$ cat config.mk
export PLATFORM = sky130hd
export DESIGN_NAME = dphy_lane_deskew
export DESIGN_NICKNAME = d
export VERILOG_FILES = /design/src/rtl/dphy_lane_deskew.sv
export SDC_FILE = /design/constraint.sdc
export NUM_CORES = 1
export LEC_CHECK = 0
export ABC_AREA = 1
export ABC_CLOCK_PERIOD_IN_PS = 3350
export CORE_MARGIN = 2
export CORE_UTILIZATION = 54
export CTS_CLUSTER_DIAMETER = 60
export CTS_CLUSTER_SIZE = 24
export DETAILED_ROUTE_END_ITERATION = 10
export PLACE_DENSITY_LB_ADDON = 0.12
export SYNTH_ARGS = -nofsm -noshare
export SYNTH_HDL_FRONTEND = slang
export SYNTH_SLANG_ARGS = --single-unit
$ cat constraint.sdc
create_clock -name byte_clk_i -period 3.35 [get_ports byte_clk_i]
set_input_delay 0.5025 -clock byte_clk_i [delete_from_list [all_inputs] [get_ports byte_clk_i]]
set_output_delay 0.5025 -clock byte_clk_i [all_outputs]
set_load 0.02 [all_outputs]
$ cat src/rtl/dphy_lane_deskew.sv
`timescale 1ns/1ps
`default_nettype none
// ============================================================================
// Module   : dphy_lane_deskew
// Purpose  : Runtime-configurable lane deskew and 32-bit word packer for the
//            D-PHY slave receive path (byte_clk domain, after the per-lane
//            byte aligners). Each lane owns a small buffer that absorbs up to
//            MAX_SKEW cycles of lag against the first valid lane. Skew overrun
//            and lane drops are flagged and the byte aligners are asked to
//            restart their sync search. 1, 2 or 4 active lanes are packed
//            into 32-bit words, earliest byte in [7:0].
// Ports    : byte_clk_i    - byte clock
//            rst_i         - asynchronous active-high reset
//            enable_i      - HS receive enable; low forces IDLE and clears
//            eop_i         - end-of-packet pulse
//            lanes_i       - requested active lane count (1/2/4)
//            byte_data_i   - aligned bytes, lane i at [8i+7:8i]
//            valid_i       - per-lane aligned-byte valid
//            reset_align_o - restart request to the byte aligners
//            data_o        - packed stream word
//            valid_o       - data_o valid, one cycle per word
//            skew_err_o    - one-cycle pulse on skew overrun or lane drop
//            state_o       - FSM state for debug (0 IDLE,1 FILL,2 RUN,3 ERR)
// Revision : 1.0 - initial release
// ============================================================================
module dphy_lane_deskew #(
    parameter int DATA_LANES = 4,
    parameter int MAX_SKEW   = 4
) (
    input  logic                    byte_clk_i,
    input  logic                    rst_i,
    input  logic                    enable_i,
    input  logic                    eop_i,
    input  logic [2:0]              lanes_i,
    input  logic [DATA_LANES*8-1:0] byte_data_i,
    input  logic [DATA_LANES-1:0]   valid_i,
    output logic                    reset_align_o,
    output logic [31:0]             data_o,
    output logic                    valid_o,
    output logic                    skew_err_o,
    output logic [1:0]              state_o
);

    localparam int c_DEPTH = MAX_SKEW + 1;
    localparam int c_PW    = (c_DEPTH > 1) ? $clog2(c_DEPTH) : 1;
    localparam int c_CW    = (MAX_SKEW > 0) ? $clog2(MAX_SKEW + 1) : 1;

    typedef enum logic [1:0] {
        ST_IDLE = 2'd0,
        ST_FILL = 2'd1,
        ST_RUN  = 2'd2,
        ST_ERR  = 2'd3
    } state_t;

    // Unsupported lane requests fall back to the full physical width.
    function automatic logic [2:0] f_decode(input logic [2:0] req);
        if (req == 3'd1)                       return 3'd1;
        if ((req == 3'd2) && (DATA_LANES >= 2)) return 3'd2;
        if ((req == 3'd4) && (DATA_LANES >= 4)) return 3'd4;
        return 3'(DATA_LANES);
    endfunction

    state_t                  r_state;
    state_t                  w_next;
    logic [2:0]              r_lanes;
    logic [2:0]              w_lanes_eff;
    logic [DATA_LANES-1:0]   r_started;
    logic [c_CW-1:0]         r_skew_cnt;
    logic [DATA_LANES-1:0]   w_mask;
    logic [DATA_LANES-1:0]   w_act_valid;
    logic [DATA_LANES-1:0]   w_started_now;
    logic [DATA_LANES-1:0]   w_wr;
    logic                    w_all_valid;
    logic                    w_any_valid;
    logic                    w_pop;
    logic                    w_clear;
    logic [7:0]              w_head [DATA_LANES];
    logic [31:0]             r_acc;
    logic [1:0]              r_beat_cnt;
    logic [31:0]             w_word;
    logic                    w_word_done;
    int                      w_base;

    // In IDLE the lane count is taken straight from the request so the
    // cycle that sees the first valid already uses the new configuration.
    assign w_lanes_eff   = (r_state == ST_IDLE) ? f_decode(lanes_i) : r_lanes;
    assign w_act_valid   = valid_i & w_mask;
    assign w_all_valid   = (w_act_valid == w_mask);
    assign w_any_valid   = |w_act_valid;
    assign w_started_now = r_started | w_act_valid;
    assign w_wr          = (enable_i && (r_state != ST_ERR)) ? w_act_valid : '0;
    // The eop beat still pops, so a word it completes is emitted.
    assign w_pop         = enable_i && (r_state == ST_RUN) && (eop_i || w_all_valid);
    assign w_clear       = (w_next == ST_IDLE) || (w_next == ST_ERR);
    assign state_o       = r_state;

    always_comb begin
        w_next = r_state;
        if (!enable_i) begin
            w_next = ST_IDLE;
        end else begin
            case (r_state)
                ST_IDLE: begin
                    if (w_all_valid)      w_next = ST_RUN;
                    else if (w_any_valid) w_next = ST_FILL;
                end
                ST_FILL: begin
                    if ((w_started_now & w_mask) == w_mask)
                        w_next = ST_RUN;
                    // A lane still missing now would lag by more than MAX_SKEW.
                    else if (r_skew_cnt == c_CW'(MAX_SKEW - 1))
                        w_next = ST_ERR;
                end
                ST_RUN: begin
                    if (eop_i)             w_next = ST_IDLE;
                    else if (!w_all_valid) w_next = ST_ERR;
                end
                ST_ERR: begin
                    if (valid_i == '0) w_next = ST_IDLE;
                end
                default: w_next = ST_IDLE;
            endcase
        end
    end

    always_ff @(posedge byte_clk_i or posedge rst_i) begin
        if (rst_i) begin
            r_state       <= ST_IDLE;
            r_lanes       <= 3'(DATA_LANES);
            r_started     <= '0;
            r_skew_cnt    <= '0;
            reset_align_o <= 1'b0;
            skew_err_o    <= 1'b0;
        end else begin
            r_state <= w_next;
            if (r_state == ST_IDLE)
                r_lanes <= f_decode(lanes_i);
            r_started  <= (w_next == ST_FILL) ? w_started_now : '0;
            r_skew_cnt <= ((r_state == ST_FILL) && (w_next == ST_FILL))
                          ? r_skew_cnt + 1'b1 : '0;
            reset_align_o <= !enable_i || (w_next == ST_ERR)
                             || ((r_state == ST_RUN) && eop_i);
            skew_err_o    <= (w_next == ST_ERR) && (r_state != ST_ERR);
        end
    end

    // Per-lane deskew buffers. In RUN each lane writes and pops once per
    // cycle, so the head of every buffer holds the same stream position.
    genvar gi;
    generate
        for (gi = 0; gi < DATA_LANES; gi++) begin : g_lane
            logic [7:0]      r_mem [c_DEPTH];
            logic [c_PW-1:0] r_wptr;
            logic [c_PW-1:0] r_rptr;

            assign w_mask[gi] = (gi < int'(w_lanes_eff));
            assign w_head[gi] = r_mem[r_rptr];

            always_ff @(posedge byte_clk_i) begin
                if (w_wr[gi])
                    r_mem[r_wptr] <= byte_data_i[8*gi +: 8];
            end

            always_ff @(posedge byte_clk_i or posedge rst_i) begin
                if (rst_i) begin
                    r_wptr <= '0;
                    r_rptr <= '0;
                end else if (w_clear) begin
                    r_wptr <= '0;
                    r_rptr <= '0;
                end else begin
                    if (w_wr[gi])
                        r_wptr <= (r_wptr == c_PW'(c_DEPTH - 1)) ? '0 : r_wptr + 1'b1;
                    if (w_pop)
                        r_rptr <= (r_rptr == c_PW'(c_DEPTH - 1)) ? '0 : r_rptr + 1'b1;
                end
            end
        end
    endgenerate

    // Beat k of a word lands at bytes [k*L .. k*L+L-1].
    always_comb begin
        w_word = r_acc;
        w_base = int'(r_beat_cnt) * int'(r_lanes);
        for (int b = 0; b < 4; b++) begin
            for (int j = 0; j < DATA_LANES; j++) begin
                if ((j < int'(r_lanes)) && (b == w_base + j))
                    w_word[8*b +: 8] = w_head[j];
            end
        end
    end

    assign w_word_done = ((int'(r_beat_cnt) + 1) * int'(r_lanes)) == 4;

    always_ff @(posedge byte_clk_i or posedge rst_i) begin
        if (rst_i) begin
            r_acc      <= '0;
            r_beat_cnt <= '0;
            data_o     <= '0;
            valid_o    <= 1'b0;
        end else begin
            valid_o <= 1'b0;
            if (w_pop && w_word_done) begin
                data_o  <= w_word;
                valid_o <= 1'b1;
            end
            // A partial word left when the stream ends is dropped.
            if (w_clear || (w_pop && w_word_done)) begin
                r_beat_cnt <= '0;
            end else if (w_pop) begin
                r_beat_cnt <= r_beat_cnt + 1'b1;
                r_acc      <= w_word;
            end
        end
    end

endmodule
`default_nettype wire
# == Yosys cells after proc, flatten, opt, wreduce, memory -nomap -nowiden ==
# Memories as Yosys holds them, arrays and structs flattened.
# Index checks and enable logic that the tools add are counted.
# word_totals
register_bits,105
ramBits,160
input_bits,43
output_inout_bits,37
wordCells,212
n_memories,4
# mem_list
memory,words,word_bits,read_ports,rd_ports_with_merged_regs,write_ports,line,text
g_lane[0].r_mem,5,8,1,0,1,152,logic [7:0] r_mem [c_DEPTH];
g_lane[1].r_mem,5,8,1,0,1,152,
g_lane[2].r_mem,5,8,1,0,1,152,
g_lane[3].r_mem,5,8,1,0,1,152,
# op_classes
add_sub_neg,14
multipliers,2
magnitude_cmp,8
n_eq_ne,33
muxes,85
n_bitwise,4
reduce_logical,44
# op_table
op,n
$logic_not A32 Y1,4
$mux W8,16
$mux W3,35
$eq A2 B32 Y1 const A,3
$eq A3 B32 Y1 const A,3
$add A3 B1 Y3 const B,9
$eq A3 B3 Y1 const B,9
$logic_and A1 B1 Y1,23
$mux W1,21
$mux W2,10
$eq A2 B6 Y1 const A,3
$add A5 B2 Y6 const B,2
$lt A1 B3 Y1 const A,4
$lt A2 B3 Y1 const A,4
$reduce_bool A2 Y1,6
$eq A2 B5 Y1 const A,2
$and A4 B4 Y4,2
$eq A4 B4 Y1,2
$mux W4,2
$pmux W2 S4,1
$add A5 B1 Y6 const B,1
$eq A2 B2 Y1 const B,3
$eq A3 B2 Y1 const B,2
$eq A6 B3 Y1 const B,1
other kinds (16),22

# == Longest topological paths before layout ==
# logic_depth
depth_word,22
ltp_mapped,21
ltp_nobuf,19

# == Worst setup path after synthesis ==
# No wires, ideal clock.
# synth_path
path_kind,reg2reg
startpoint,register r_beat_cnt[1]
endpoint,register r_acc[10]
setup_ps,123
t_arrival_ps,2992
t_required_ps,3227
path_slack_ps,235
path_stages_with_launch,16
path_buffers,1
synth_period_minus_slack_ps,3115
path_cell_list,dfrtp_1 ha_1 nand2_1 inv_1 fa_1 ha_1 inv_1 fa_1 nand2_1 nor4_1 nand2_1 inv_1 nor2_1 nand3_4 buf_2 o21ai_1
# synth_between
elab_chain_cells,7
word_cells_on_any_way,23
classes_between,4 x add/sub; 2 x mul; 5 x eq/ne; 4 x mux; 1 x bitwise; 7 x reduce/logical
# synth_rtl
element,line,text
from (decl),79,logic [1:0] r_beat_cnt;
from (signal assigned),211,r_beat_cnt <= r_beat_cnt + 1'b1;
$mul A2 B3 Y5 or $add A2 B1 Y3 (tied branches),"184, 193",
"$add A5 B1 Y6, or another cell as far along",187,if ((j < int'(r_lanes)) && (b == w_base + j))
"$eq A2 B32 Y1, or another cell as far along",187,
"$logic_and A1 B1 Y1, or another cell as far along",187,
$mux W8 or $logic_or A1 B1 Y1 (tied branches),"187, 208",
$mux W8 or $not A1 Y1 (tied branches),--,
$mux W8 or $reduce_and A2 Y1 (tied branches),--,
to (signal assigned),212,r_acc <= w_word;
to (decl),78,logic [31:0] r_acc;
# Several ways; a longest one is shown, not always the timed one.
# A chain may end at the register's enable or synchronous reset.

# == Worst setup path after layout ==
# layout_path
startpoint,register r_beat_cnt[0]
endpoint,register r_acc[25]
# layout_between
elab_chain_cells,7
word_cells_on_any_way,23
classes_between,4 x add/sub; 2 x mul; 5 x eq/ne; 4 x mux; 1 x bitwise; 7 x reduce/logical
# layout_rtl
element,line
$mul A2 B3 Y5 or $add A2 B1 Y3 (tied branches),"184, 193"
"$add A5 B1 Y6, or another cell as far along",187
"$eq A2 B6 Y1, or another cell as far along",187
"$logic_and A1 B1 Y1, or another cell as far along",187
$mux W8 or $logic_or A1 B1 Y1 (tied branches),"187, 208"
$mux W8 or $not A1 Y1 (tied branches),--
$mux W8 or $reduce_and A2 Y1 (tied branches),--
# Several ways; a longest one is shown, not always the timed one.

==> results.json <==
{
  "die-height_um": 162,
  "io_pins": 80,
  "finalCoreUtilization_pct": 65.9,
  "floorplan.initialDensity_pct": 55.4,
  "hold_class": "reg -> reg",
  "crit_path_end_kind": "flip-flop",
  "reg2reg_to": "r_acc[25]",
  "maxCapViolCount": 0,
  "grtUsageTotal_pct": 26.3,
  "pre_cts_slack_ps": 39.4,
  "seq_area_frac_synth_pct": 54.9,
  "num_antenna_cells": 0,
  "worst-path-max-fanout": 8,
  "cp.arrival_ps": 3690,
  "ff_latch_area_sq_um": 7430,
  "outcome": "finished, final reports clean",
  "max-clock-path-buffers": 3,
  "routedWlPerCell_um": 17.8,
  "fp.dieArea_sq_um": 26400,
  "post-route-period-util_pct": 96.6,
  "setup_ws_ps": 113,
  "final.min_clock_period_ps": 3240,
  "drt-initial-drc-count": 936,
  "synth.distinct_cells": 48,
  "synth_top_cell_area_share_pct": 35.5,
  "setup_viol": 0,
  "cts_inserted_buffers": 25,
  "async_reset_ff_share_pct": 39.6,
  "synth_most_common_cell": "sky130_fd_sc_hd__nand2_1",
  "synth.net_count": 1576,
  "min_path_cells": 1,
  "filler_cell_count": 2006,
  "p_per_area_nw_per_um2": 770,
  "yosys-top-cells-area": "sky130_fd_sc_hd__edfxtp_1, sky130_fd_sc_hd__dfrtp_1, sky130_fd_sc_hd__nand2_1, sky130_fd_sc_hd__nand3_1, sky130_fd_sc_hd__nor2_1",
  "grt_start_max_net_pins": 62,
  "antenna_violations_before_repair": 0,
  "worstPathRequired_ps": 3800,
  "worst_pin_slew_ps": 1200,
  "num_vias": 10900,
  "die-width_um": 162,
  "vdd_ir_drop_max_mv": 0.573,
  "syn-instance-count": 1500,
  "cts_num_sinks": 265,
  "timing.reg2reg.worst_path_depth": 16,
  "h-tree-depth": 1,
  "skew_ps": 27.5,
  "drt_drc_violations_left": 0,
  "regToRegSetupSlack_ps": 110,
  "layout-drive-gt1-share_pct": 13.8,
  "synth.cell_area_sq_um": 13500,
  "vias_in_the_first_global_route": 10300,
  "vias_per_cell": 5.53,
  "final-max-slew-violation-count": 0,
  "floorplan.core_area_sq_um": 24500,
  "tritoncts": "built",
  "drtAntennaViolNets": 0,
  "cts_hold_buf": 0,
  "port-buffer-count": 79,
  "worstSkewPairLatency_ps": 550,
  "firstDrtPassIters": 6,
  "crit_type": "reg -> reg",
  "postSynthRegisterBits": 265,
  "leak_pwr_nw": 7.06,
  "multi_input_comb_area_sq_um": 5540,
  "design.final.nets": 1700,
  "synth_flop_cell": "sky130_fd_sc_hd__edfxtp_1",
  "synth_edf_count": 160,
  "crit-reg2reg-launch": "r_beat_cnt[0]",
  "finalWeightedCongestion": 0.911,
  "min_to": "r_skew_cnt[0]",
  "area_delta_synth_final_pct": 19.1,
  "hp-start": "r_skew_cnt[0]",
  "globalRoute.totalOverflow": 0,
  "synth_top_cells_by_count": "sky130_fd_sc_hd__nand2_1, sky130_fd_sc_hd__edfxtp_1, sky130_fd_sc_hd__nor2_1",
  "rows": 57,
  "synthesis.yosys.warnings": 0,
  "max_freq_mhz": 309,
  "netlist.top_cell.by_area": "sky130_fd_sc_hd__edfxtp_1",
  "wire_length_of_the_first_global_routing_pass_um": 54700,
  "worst_setup_hold_path_clk_slew_ps": 80,
  "rsz_0062_raised_after_global_routing": "true",
  "wirelength_um": 35000,
  "power_mw": 12.4,
  "critPathLaunchType": "flip-flop",
  "timing.slew.headroom_pct": 19.1,
  "dp_hpwl_um": 24100,
  "cts_root_buffer": "sky130_fd_sc_hd__clkbuf_16",
  "post_synth.cell_area_avg_sq_um": 9.03,
  "report.final.hold_viol_count": 0
}
==> sequential cells by signal, summed over array words and instances (netlist names) <==
name / flops
g_lane.r_mem: 160
data_o: 32
r_acc: 32
g_lane.r_rptr: 12
g_lane.r_wptr: 12
r_started: 4
r_lanes: 3
r_skew_cnt: 3
r_beat_cnt: 2
state_o: 2
reset_align_o: 1
skew_err_o: 1
valid_o: 1
==> metrics by stage <==
stage                     cell area [sq um]  instances  hold slack (ps)  TNS [ps]
after detailed placement              14900       1910              432         0
after floorplan                       13500       1500              410         0
after global placement                14900       1910              424         0
after CTS                             15800       1956              443         0
final                                 16100       1967              439         0
after global routing                  16100       1967              474      -804
==> how the worst max path moves through the flow <==
stage	start	end	slack, ps	depth (start not counted)
final	r_beat_cnt[0]	r_acc[25]	110	16
after global routing	r_beat_cnt[0]	r_acc[25]	-70	16
after CTS	r_beat_cnt[0]	r_acc[29]	0.9	16
after detailed placement	r_beat_cnt[0]	r_acc[14]	40	16
after global placement	r_beat_cnt[0]	r_acc[25]	110	15
after floorplan	rst_i	data_o[0]	90	1
==> report_power, final <==
part | total, mW | switching, mW | leakage (nW) | internal [mW]
clock network | 3.04 | 1.51 | 0.427 | 1.52
registers | 4.35 | 0.325 | 2.85 | 4.03
logic | 5.03 | 3.32 | 3.78 | 1.70
==> per-layer routing <==
layer | part of all wire, % | routed length (um) | GRT usage, %
met5 | 0 | 0 | 0
met3 | 6.8 | 2400 | 3.36
met1 | 42 | 14600 | 36.2
met4 | 3.8 | 1320 | 8.00
met2 | 48 | 16700 | 44.1
==> area by class of cell <==
| cell class | instances | area share [%] |
|---|---|---|
| sequential | 265 | 46.1 |
| multi-input combinational | 1077 | 34.3 |
| timing repair buffer | 145 | 8.94 |
| clock buffer | 26 | 3.90 |
| inverter | 110 | 2.58 |
| tap | 324 | 2.51 |
| clock inverter | 20 | 1.64 |
==> placed cells by master, fill, tap and decap left out, drive strengths merged, types with 30 or more instances in the layout <==
cell           synthesis  routed
a21oi                 49      49
buf                   38      63
clkdlybuf4s50          0      79
dfrtp                104     104
edfxtp               160     160
ha                    30      30
inv                  100     114
nand2                471     471
nand3                145     145
nor2                 159     160
o21ai                121     121
==> worst max-delay path: stages, from the launching register on <==
cell                        delay (ps)
sky130_fd_sc_hd__dfrtp_1           410
sky130_fd_sc_hd__ha_4              260
sky130_fd_sc_hd__nand2_2            60
sky130_fd_sc_hd__inv_2              40
sky130_fd_sc_hd__fa_1              500
sky130_fd_sc_hd__ha_2              190
sky130_fd_sc_hd__inv_2              40
sky130_fd_sc_hd__fa_1              470
sky130_fd_sc_hd__nand2_1            60
sky130_fd_sc_hd__nor4_2            220
sky130_fd_sc_hd__nand2_1           160
sky130_fd_sc_hd__inv_2             130
sky130_fd_sc_hd__nor2_4             50
sky130_fd_sc_hd__nand3_4           210
sky130_fd_sc_hd__clkbuf_16         210
sky130_fd_sc_hd__nand2_1            50
sky130_fd_sc_hd__o21ai_1            70
==> cell families (layout without fill, tap and decap cells) <==
| family | count (synthesis) | in the layout | synth area share, % |
|---|---|---|---|
| adder cells (fa/ha/maj) | 33 | 33 | 3.22 |
| XOR/XNOR | 9 | 9 | 0.721 |
| buffers and inverters | 159 | 301 | 5.18 |
| flip-flops | 265 | 265 | 54.9 |
| AO/OA/AOI/OAI | 204 | 204 | 8.18 |
| AND/OR/NAND/NOR | 828 | 829 | 27.7 |
| multiplexers | 2 | 2 | 0.148 |
==> what timing repair did <==
item,4_1_cts,5_1_grt
endpoints found under the setup margin,0,65
resized for setup,0,34
endpoints found under the hold margin,0,0
buffers inserted,0,4
Note: power is estimated with default switching activity, not from simulation.
